### src/rtl/nsa_pkg.sv
// Shared types and constants for the nibble-serial add/subtract unit.
package nsa_pkg;

  typedef enum logic [1:0] {IDLE, CALC, DONE, HOLD} nsa_state_t;

  localparam int NIBBLE_W = 4;

  // A single-nibble datapath still needs a 1-bit counter.
  function automatic int cnt_width(input int nib);
    return (nib > 1) ? $clog2(nib) : 1;
  endfunction

endpackage

### src/rtl/nibble_serial_adder_if.sv
// Operand/result bundle for nibble_serial_adder; the V flag exists only with OVERFLOW_FLAG_EN.
interface nibble_serial_adder_if #(
  parameter int WIDTH = 16
);
  import nsa_pkg::*;

  // run is a level start request with no ready: it is sampled only in IDLE, and a held
  // level yields exactly one operation; done pulses one cycle with sum/cout already valid.
  logic             run;
  logic             sub;
  logic [WIDTH-1:0] a;
  logic [WIDTH-1:0] b;
  logic [WIDTH-1:0] sum;
  logic             cout;
  logic             busy;
  logic             done;
`ifdef OVERFLOW_FLAG_EN
  logic             v;
`endif
  nsa_state_t       state;

  modport master (
    output run, sub, a, b,
`ifdef OVERFLOW_FLAG_EN
    input  v,
`endif
    input  sum, cout, busy, done, state
  );

  modport slave (
    input  run, sub, a, b,
`ifdef OVERFLOW_FLAG_EN
    output v,
`endif
    output sum, cout, busy, done, state
  );

endinterface

### src/rtl/nibble_serial_adder_add4.sv
// Combinational 4-bit adder slice; c3 is the carry into bit 3, used for signed overflow.
module nibble_add4
  import nsa_pkg::*;
(
  input  logic [NIBBLE_W-1:0] a,
  input  logic [NIBBLE_W-1:0] b,
  input  logic                cin,
  output logic [NIBBLE_W-1:0] s,
  output logic                cout,
  output logic                c3
);

  logic [3:0] low;
  logic [1:0] high;

  assign low  = {1'b0, a[2:0]} + {1'b0, b[2:0]} + {3'b000, cin};
  assign c3   = low[3];
  assign high = {1'b0, a[3]} + {1'b0, b[3]} + {1'b0, c3};
  assign s    = {high[0], low[2:0]};
  assign cout = high[1];

endmodule

### src/rtl/nibble_serial_adder.sv
// Multi-cycle WIDTH-bit add/subtract, one nibble per clock, LSB first.
// Optional OVERFLOW_FLAG_EN adds a registered signed-overflow flag (bus.v).
module nibble_serial_adder
  import nsa_pkg::*;
#(
  parameter int WIDTH = 16
) (
  input  logic                    clk,
  input  logic                    reset_n,
  nibble_serial_adder_if.slave    bus
);

  localparam int NIB   = WIDTH / NIBBLE_W;
  localparam int CNT_W = cnt_width(NIB);
  localparam logic [CNT_W-1:0] LAST = CNT_W'(NIB - 1);

  if ((WIDTH % NIBBLE_W) != 0 || WIDTH < NIBBLE_W) begin : g_bad_width
    $error("nibble_serial_adder: WIDTH must be a positive multiple of 4");
  end

  nsa_state_t       state_q, state_d;
  logic [CNT_W-1:0] nib_cnt_q;
  logic             carry_q;
  logic [WIDTH-1:0] a_q, b_q, work_q, work_d;
  logic [WIDTH-1:0] sum_q;
  logic             cout_q;

  logic [NIBBLE_W-1:0] nib_a, nib_b, nib_s;
  logic                nib_co, nib_c3;

  assign nib_a = a_q[nib_cnt_q*NIBBLE_W +: NIBBLE_W];
  assign nib_b = b_q[nib_cnt_q*NIBBLE_W +: NIBBLE_W];

  nibble_add4 u_add4 (
    .a    (nib_a),
    .b    (nib_b),
    .cin  (carry_q),
    .s    (nib_s),
    .cout (nib_co),
    .c3   (nib_c3)
  );

  // Working value with the current nibble merged in, so the last step can publish it directly.
  always_comb begin
    work_d = work_q;
    work_d[nib_cnt_q*NIBBLE_W +: NIBBLE_W] = nib_s;
  end

  always_ff @(posedge clk or negedge reset_n) begin
    if (!reset_n) begin
      state_q <= IDLE;
    end else begin
      state_q <= state_d;
    end
  end

  always_comb begin
    state_d = state_q;
    case (state_q)
      IDLE:    if (bus.run) state_d = CALC;
      CALC:    if (nib_cnt_q == LAST) state_d = DONE;
      DONE:    state_d = bus.run ? HOLD : IDLE;
      HOLD:    if (!bus.run) state_d = IDLE;
      default: state_d = IDLE;
    endcase
  end

  // Subtraction is folded in at latch time: invert B once and seed the carry with 1.
  always_ff @(posedge clk or negedge reset_n) begin
    if (!reset_n) begin
      nib_cnt_q <= '0;
      carry_q   <= 1'b0;
      a_q       <= '0;
      b_q       <= '0;
      work_q    <= '0;
      sum_q     <= '0;
      cout_q    <= 1'b0;
    end else begin
      case (state_q)
        IDLE: begin
          if (bus.run) begin
            a_q       <= bus.a;
            b_q       <= bus.b ^ {WIDTH{bus.sub}};
            carry_q   <= bus.sub;
            nib_cnt_q <= '0;
          end
        end
        CALC: begin
          work_q  <= work_d;
          carry_q <= nib_co;
          if (nib_cnt_q == LAST) begin
            sum_q  <= work_d;
            cout_q <= nib_co;
          end else begin
            nib_cnt_q <= nib_cnt_q + CNT_W'(1);
          end
        end
        default: ;
      endcase
    end
  end

`ifdef OVERFLOW_FLAG_EN
  logic v_q;

  always_ff @(posedge clk or negedge reset_n) begin
    if (!reset_n) begin
      v_q <= 1'b0;
    end else if (state_q == CALC && nib_cnt_q == LAST) begin
      v_q <= nib_c3 ^ nib_co;
    end
  end

  assign bus.v = v_q;
`endif

  assign bus.sum   = sum_q;
  assign bus.cout  = cout_q;
  assign bus.busy  = (state_q == CALC);
  assign bus.done  = (state_q == DONE);
  assign bus.state = state_q;

endmodule

### src/flat_wrapper.sv
// flat-port wrapper written by rule: the top's interface ports become plain ports
module nibble_serial_adder_flat import nsa_pkg::*;
#(
  parameter int WIDTH = 16
)
  (clk, reset_n, bus_run, bus_sub, bus_a, bus_b, bus_sum, bus_cout, bus_busy, bus_done, bus_state);
  nibble_serial_adder_if #(.WIDTH(WIDTH)) bus_i ();
  input  logic clk;
  input  logic reset_n;
  input wire logic [$bits(bus_i.run)-1:0] bus_run;
  input wire logic [$bits(bus_i.sub)-1:0] bus_sub;
  input wire logic [$bits(bus_i.a)-1:0] bus_a;
  input wire logic [$bits(bus_i.b)-1:0] bus_b;
  output wire logic [$bits(bus_i.sum)-1:0] bus_sum;
  output wire logic [$bits(bus_i.cout)-1:0] bus_cout;
  output wire logic [$bits(bus_i.busy)-1:0] bus_busy;
  output wire logic [$bits(bus_i.done)-1:0] bus_done;
  output wire logic [$bits(bus_i.state)-1:0] bus_state;
  assign bus_i.run = bus_run;
  assign bus_i.sub = bus_sub;
  assign bus_i.a = bus_a;
  assign bus_i.b = bus_b;
  assign bus_sum = bus_i.sum;
  assign bus_cout = bus_i.cout;
  assign bus_busy = bus_i.busy;
  assign bus_done = bus_i.done;
  assign bus_state = bus_i.state;
  nibble_serial_adder #(.WIDTH(WIDTH)) u_core (.clk(clk), .reset_n(reset_n), .bus(bus_i));
endmodule
### config.mk
export PLATFORM = sky130hd
export DESIGN_NAME = nibble_serial_adder_flat
export DESIGN_NICKNAME = d
export VERILOG_FILES = /design/src/rtl/nsa_pkg.sv /design/src/rtl/nibble_serial_adder_if.sv /design/src/rtl/nibble_serial_adder_add4.sv /design/src/rtl/nibble_serial_adder.sv /design/src/flat_wrapper.sv
export SDC_FILE = /design/constraint.sdc
export NUM_CORES = 1
export LEC_CHECK = 0
export CAP_MARGIN = 20
export CORE_MARGIN = 1.5
export CORE_UTILIZATION = 35
export DETAILED_ROUTE_END_ITERATION = 8
export HOLD_SLACK_MARGIN = 0.03
export PLACE_DENSITY = 0.71
export SYNTH_ARGS = -nofsm -noshare
export SYNTH_HDL_FRONTEND = slang
export SYNTH_HIERARCHICAL = 1
export SYNTH_SLANG_ARGS = --single-unit
export TNS_END_PERCENT = 5
### constraint.sdc
create_clock -name clk -period 2.7 [get_ports clk]
set_input_delay 0.81 -clock clk [delete_from_list [all_inputs] [get_ports clk]]
set_output_delay 0.81 -clock clk [all_outputs]
set_load 0.1 [all_outputs]
Word level (Yosys, flattened, before mapping) --
Cells that the tools add are included.
Word-level totals: register bits 70, word-level logic and storage cells 45, output and inout port bits 21, input bits 36
Cells by class: mux-type cells 11, $add $sub $neg 6, shifts and indexed selects 4, reduce and logical (&&, ||, !) cells 7, bitwise operators 1, eq/ne operators 8
Operators with widths (count):
- 4-bit negator with 34-bit output | 1
- 4-bit by 34-bit variable shift with 16-bit output (first input constant) | 1
- 4-bit by 34-bit indexed part select with 16-bit output | 1
- 16-bit by 5-bit indexed part select with 4-bit output | 2
- 16-bit bitwise mux | 1
- 16-bit XOR | 1
- 2-bit two-way mux | 6
- 2-bit case mux with 4 select lines | 1
- 2-bit == test (second input constant) | 3
- 2-bit != test (second input constant) | 3
- 2-bit AND reduction | 3
- 3-bit AND reduction | 2
- 3-bit by 3-bit adder with 4-bit output | 1
- 4-bit by 1-bit adder with 4-bit output | 1
- 2-bit case mux with 2 select lines | 1
- 1-bit by 1-bit adder with 2-bit output | 1
- 2-bit by 1-bit adder with 2-bit output | 1
- 2-bit by 1-bit adder with 2-bit output (second input constant) | 1
- 2-bit by 1-bit == test with 1-bit output (second input constant) | 1
- 2-bit logical NOT | 1
- 2-bit by 1-bit != test with 1-bit output (second input constant) | 1
- 1-bit case mux with 2 select lines | 1
- 2-bit nonzero test | 1
- 1-bit two-way mux | 1

Longest topological paths before layout --
depth in word-level cells 6, gate-level depth with buffers 10, depth with buffers taken out 9

Modules after synthesis --
The synthesis kept the hierarchy.
By module, submodules not included:
- nibble_serial_adder | cells each 275, seq. area each 1751.7 um2, instances 1, area each 3246.9 um2
- nibble_add4 | cells each 21, seq. area each 0.0 um2, instances 1, area each 156.4 um2

Worst setup path before layout --
OpenSTA, ideal clock, no wires.
kind register to output, start point reg u_core.state_q[1] (netlist: u_core/bus.state[1]), end point out bus_done, buffers on the path 0, setup slack -0.579 ns, arrival time 2.469 ns, stages on the path, launching flop included 2, required time 1.890 ns, path through dfrtp_1 -> nor2b_1
Between the ends: longest elaborated chain between the ends 1
RTL lines:
- start, declared | RTL line nibble_serial_adder.sv:21 | nsa_state_t state_q, state_d;
- start signal, assigned | RTL line nibble_serial_adder.sv:53 | state_q <= state_d;
- 2-bit == test | RTL line nibble_serial_adder.sv:120 | assign bus.done = (state_q == DONE);
- end, declared | RTL line flat_wrapper.sv:17 | output wire logic [$bits(bus_i.done)-1:0] bus_done;
Every way passes these cells.

Final worst setup path --
start point reg u_core.nib_cnt_q[0], end point reg u_core.sum_q[11] (netlist: u_core/bus.sum[11])
Between the ends: longest elaborated chain between the ends 6, elaborated cells on any way between the ends 12, classes of those cells add/sub (5); eq/ne (1); shift (4); mux (1); reduce/logical (1)
RTL lines:
- start, declared | RTL line nibble_serial_adder.sv:22 | logic [CNT_W-1:0] nib_cnt_q;
- start signal, assigned | RTL line nibble_serial_adder.sv:95 | nib_cnt_q <= nib_cnt_q + CNT_W'(1);
- 16-bit by 5-bit indexed part select with 4-bit output | RTL line nibble_serial_adder.sv:31 | assign nib_a = a_q[nib_cnt_q*NIBBLE_W +: NIBBLE_W];
- named net u_core.nib_a[2] | RTL line nibble_serial_adder.sv:28 | logic [NIBBLE_W-1:0] nib_a, nib_b, nib_s;
- 3-bit by 3-bit adder with 4-bit output | RTL line nibble_serial_adder_add4.sv:16 | assign low = {1'b0, a[2:0]} + {1'b0, b[2:0]} + {3'b000, cin};
- 4-bit by 1-bit adder with 4-bit output | RTL line nibble_serial_adder_add4.sv:16
- 2-bit by 1-bit adder with 2-bit output | RTL line nibble_serial_adder_add4.sv:18 | assign high = {1'b0, a[3]} + {1'b0, b[3]} + {1'b0, c3};
- named net u_core.nib_s[3] | RTL line nibble_serial_adder.sv:28
- 4-bit by 34-bit indexed part select with 16-bit output | RTL line nibble_serial_adder.sv:46 | work_d[nib_cnt_q*NIBBLE_W +: NIBBLE_W] = nib_s;
- 16-bit bitwise mux | RTL line nibble_serial_adder.sv:46
- end signal, assigned | RTL line nibble_serial_adder.sv:92 | sum_q <= work_d;
- end, declared | RTL line nibble_serial_adder.sv:25 | logic [WIDTH-1:0] sum_q;
The timed path passes the listed nets, and every way through them passes these cells. A chain may end at the register's enable or synchronous reset.

==> metrics <==
outcome finished, final reports clean; Die W between 100 and 150 um; skew final about 0.0062 ns; Global Route Usage Sum 0.1513; largest net degree at the start of global routing 50; Syn Nets between 300 and 400; unrepaired setup endpoints after global routing yes; Final ANT Viol Nets 0; Syn Inst Count approximately 300; Max FO, Critical Path 7; Final min period between 2 and 3 ns; Port-buffer cells 56; CTS root buffer clkbuf_8; CTS Buffer Depth 2; Worst path max stage delay around 0.53 ns; critical path class register to register; vias in the first global route between 2000 and 2500; Clk pin slew, worst setup/hold paths about 0.07 ns; share of layout cells above drive strength 1 0.2423; CP Launch Type register; die height 101.5 um; syn avg cell area 11.52 sq um; htree depth 3; row cnt 35; first-pass GRT wire length approximately 12000 um; final net count approximately 400; Worst path slowest cell mux4_2; Post-Place Cell Area a little over 4000 sq um; DRT Pass-1 Iters 4; drc violations 0; hold_buf cts 0; diodes inserted 0; drt total wl between 7000 and 8000 um; Max Freq ~380 MHz; hpwl dp slightly above 5000 um; # setup viols final 0; most common cell after layout, fill and taps aside dfrtp_1; Clk Latency, worst-skew pair roughly 0.34 ns; period utilisation layout 0.9817; Slew Viols, Final 0; Remaining Overflow, GRT 0; via count 2424; CTS Buf Count 9; Rel. slew slack 0.5769; Crit path required time roughly 3.0 ns; CP Data Arrival Time just under 3 ns; CP Capture Type register; CTS tree yes; CP Cell Sequence buf_12, mux4_2, ha_4, a21oi_2, o21a_1, fa_1, inv_2, nor2b_4, a22oi_2, a21oi_1; worst-margin pin slew between 0.6 and 0.7 ns; DR vias/cell a little under 5; Final Hold Violating Endpoints 0; initial DRC count 80; post-route cell area between 4000 and 5000 sq um; highest-count cells in the layout ignoring fill and taps dfrtp_1, a21oi_1, nor2_1; Synthesis Warnings 6; Die ar. between 10000 and 15000 sq um; Hold Crit Class input port to async pin; # IOs 57; Initial Utilization 0.3643; initial antenna violation count 0; fillers approximately 870; Post-Syn Area 3398 sq um; drt wl/cell roughly 15 um; core area just over 9000 sq um; Area Overhead vs Synth 30.04%; Max Cap Violations 0; CTS sink count 70; Placer Congestion between 0.7 and 0.8
flip-flops by register name, summed over array words and instances, names as in the netlist:
name / flops
u_core/a_q: 16
u_core/b_q: 16
u_core/bus.cout: 1
u_core/bus.state: 2
u_core/bus.sum: 16
u_core/carry_q: 1
u_core/nib_cnt_q: 2
u_core/work_q: 16
worst paths after layout:
check,cells after the start,to,start,slack (ns)
setup / recovery,10,u_core/bus.sum[11],u_core/nib_cnt_q[0],0.05
hold / removal,1,u_core/work_q[4],reset_n,0.48
setup reg to reg,10,u_core/bus.sum[11],u_core/nib_cnt_q[0],0.05
hold reg to reg,1,u_core/work_q[5],u_core/work_q[5],0.49
max in group asynchronous,2,u_core/bus.sum[4],reset_n,1.57
min in group clk,1,u_core/work_q[5],u_core/work_q[5],0.49
what timing repair did:
item,CTS,global route
resized for setup,4,9
setup endpoints to repair,14,8
pin swaps,0,8
setup buffers,0,1
final cells by class:
class	instances	area [sq um]	share of cell area
clock buffer	11	141.4	0.03199
sequential	70	1752	0.3964
clock inverter	4	47.55	0.01076
timing repair buffer	70	683.2	0.1546
tap	129	161.4	0.03652
multi-input combinational	189	1578	0.3570
inverter	15	56.30	0.01274
worst max-delay path: cells and delay by family (launching register included):
family | cells | cell delay [ns]
buffers and inverters | 2 | 0.21
muxes | 1 | 0.53
AOI/OAI and AO/OA | 4 | 0.49
and+or+nand+nor | 1 | 0.25
DFF | 1 | 0.39
adders and majority gates | 2 | 0.70
through the flow:
stage                     hold WS (ns)  TNS [ns]  cells    util  setup slack, ns
after detailed placement        0.4731   -0.9439    472  0.4448          -0.1501
after CTS                       0.4882         0    487  0.4680          0.01499
final                           0.4809         0    488  0.4738          0.04940
after floorplan                 0.4526   -0.2943    295       -         -0.05323
after global placement          0.4648   -0.4300    472  0.4448         -0.09699
after global routing            0.5060   -0.3760    488  0.4738         -0.08857
metal layers:
layer / global-route usage / part of all wire
met5: 0 / 0
met4: 0.04380 / 0.019
met3: 0.05728 / 0.040
met2: 0.2395 / 0.49
met1: 0.1941 / 0.45
Power is left out: the tool's default activity adds up to more than one toggle a clock period on the data nets, which glitch-free logic cannot reach.
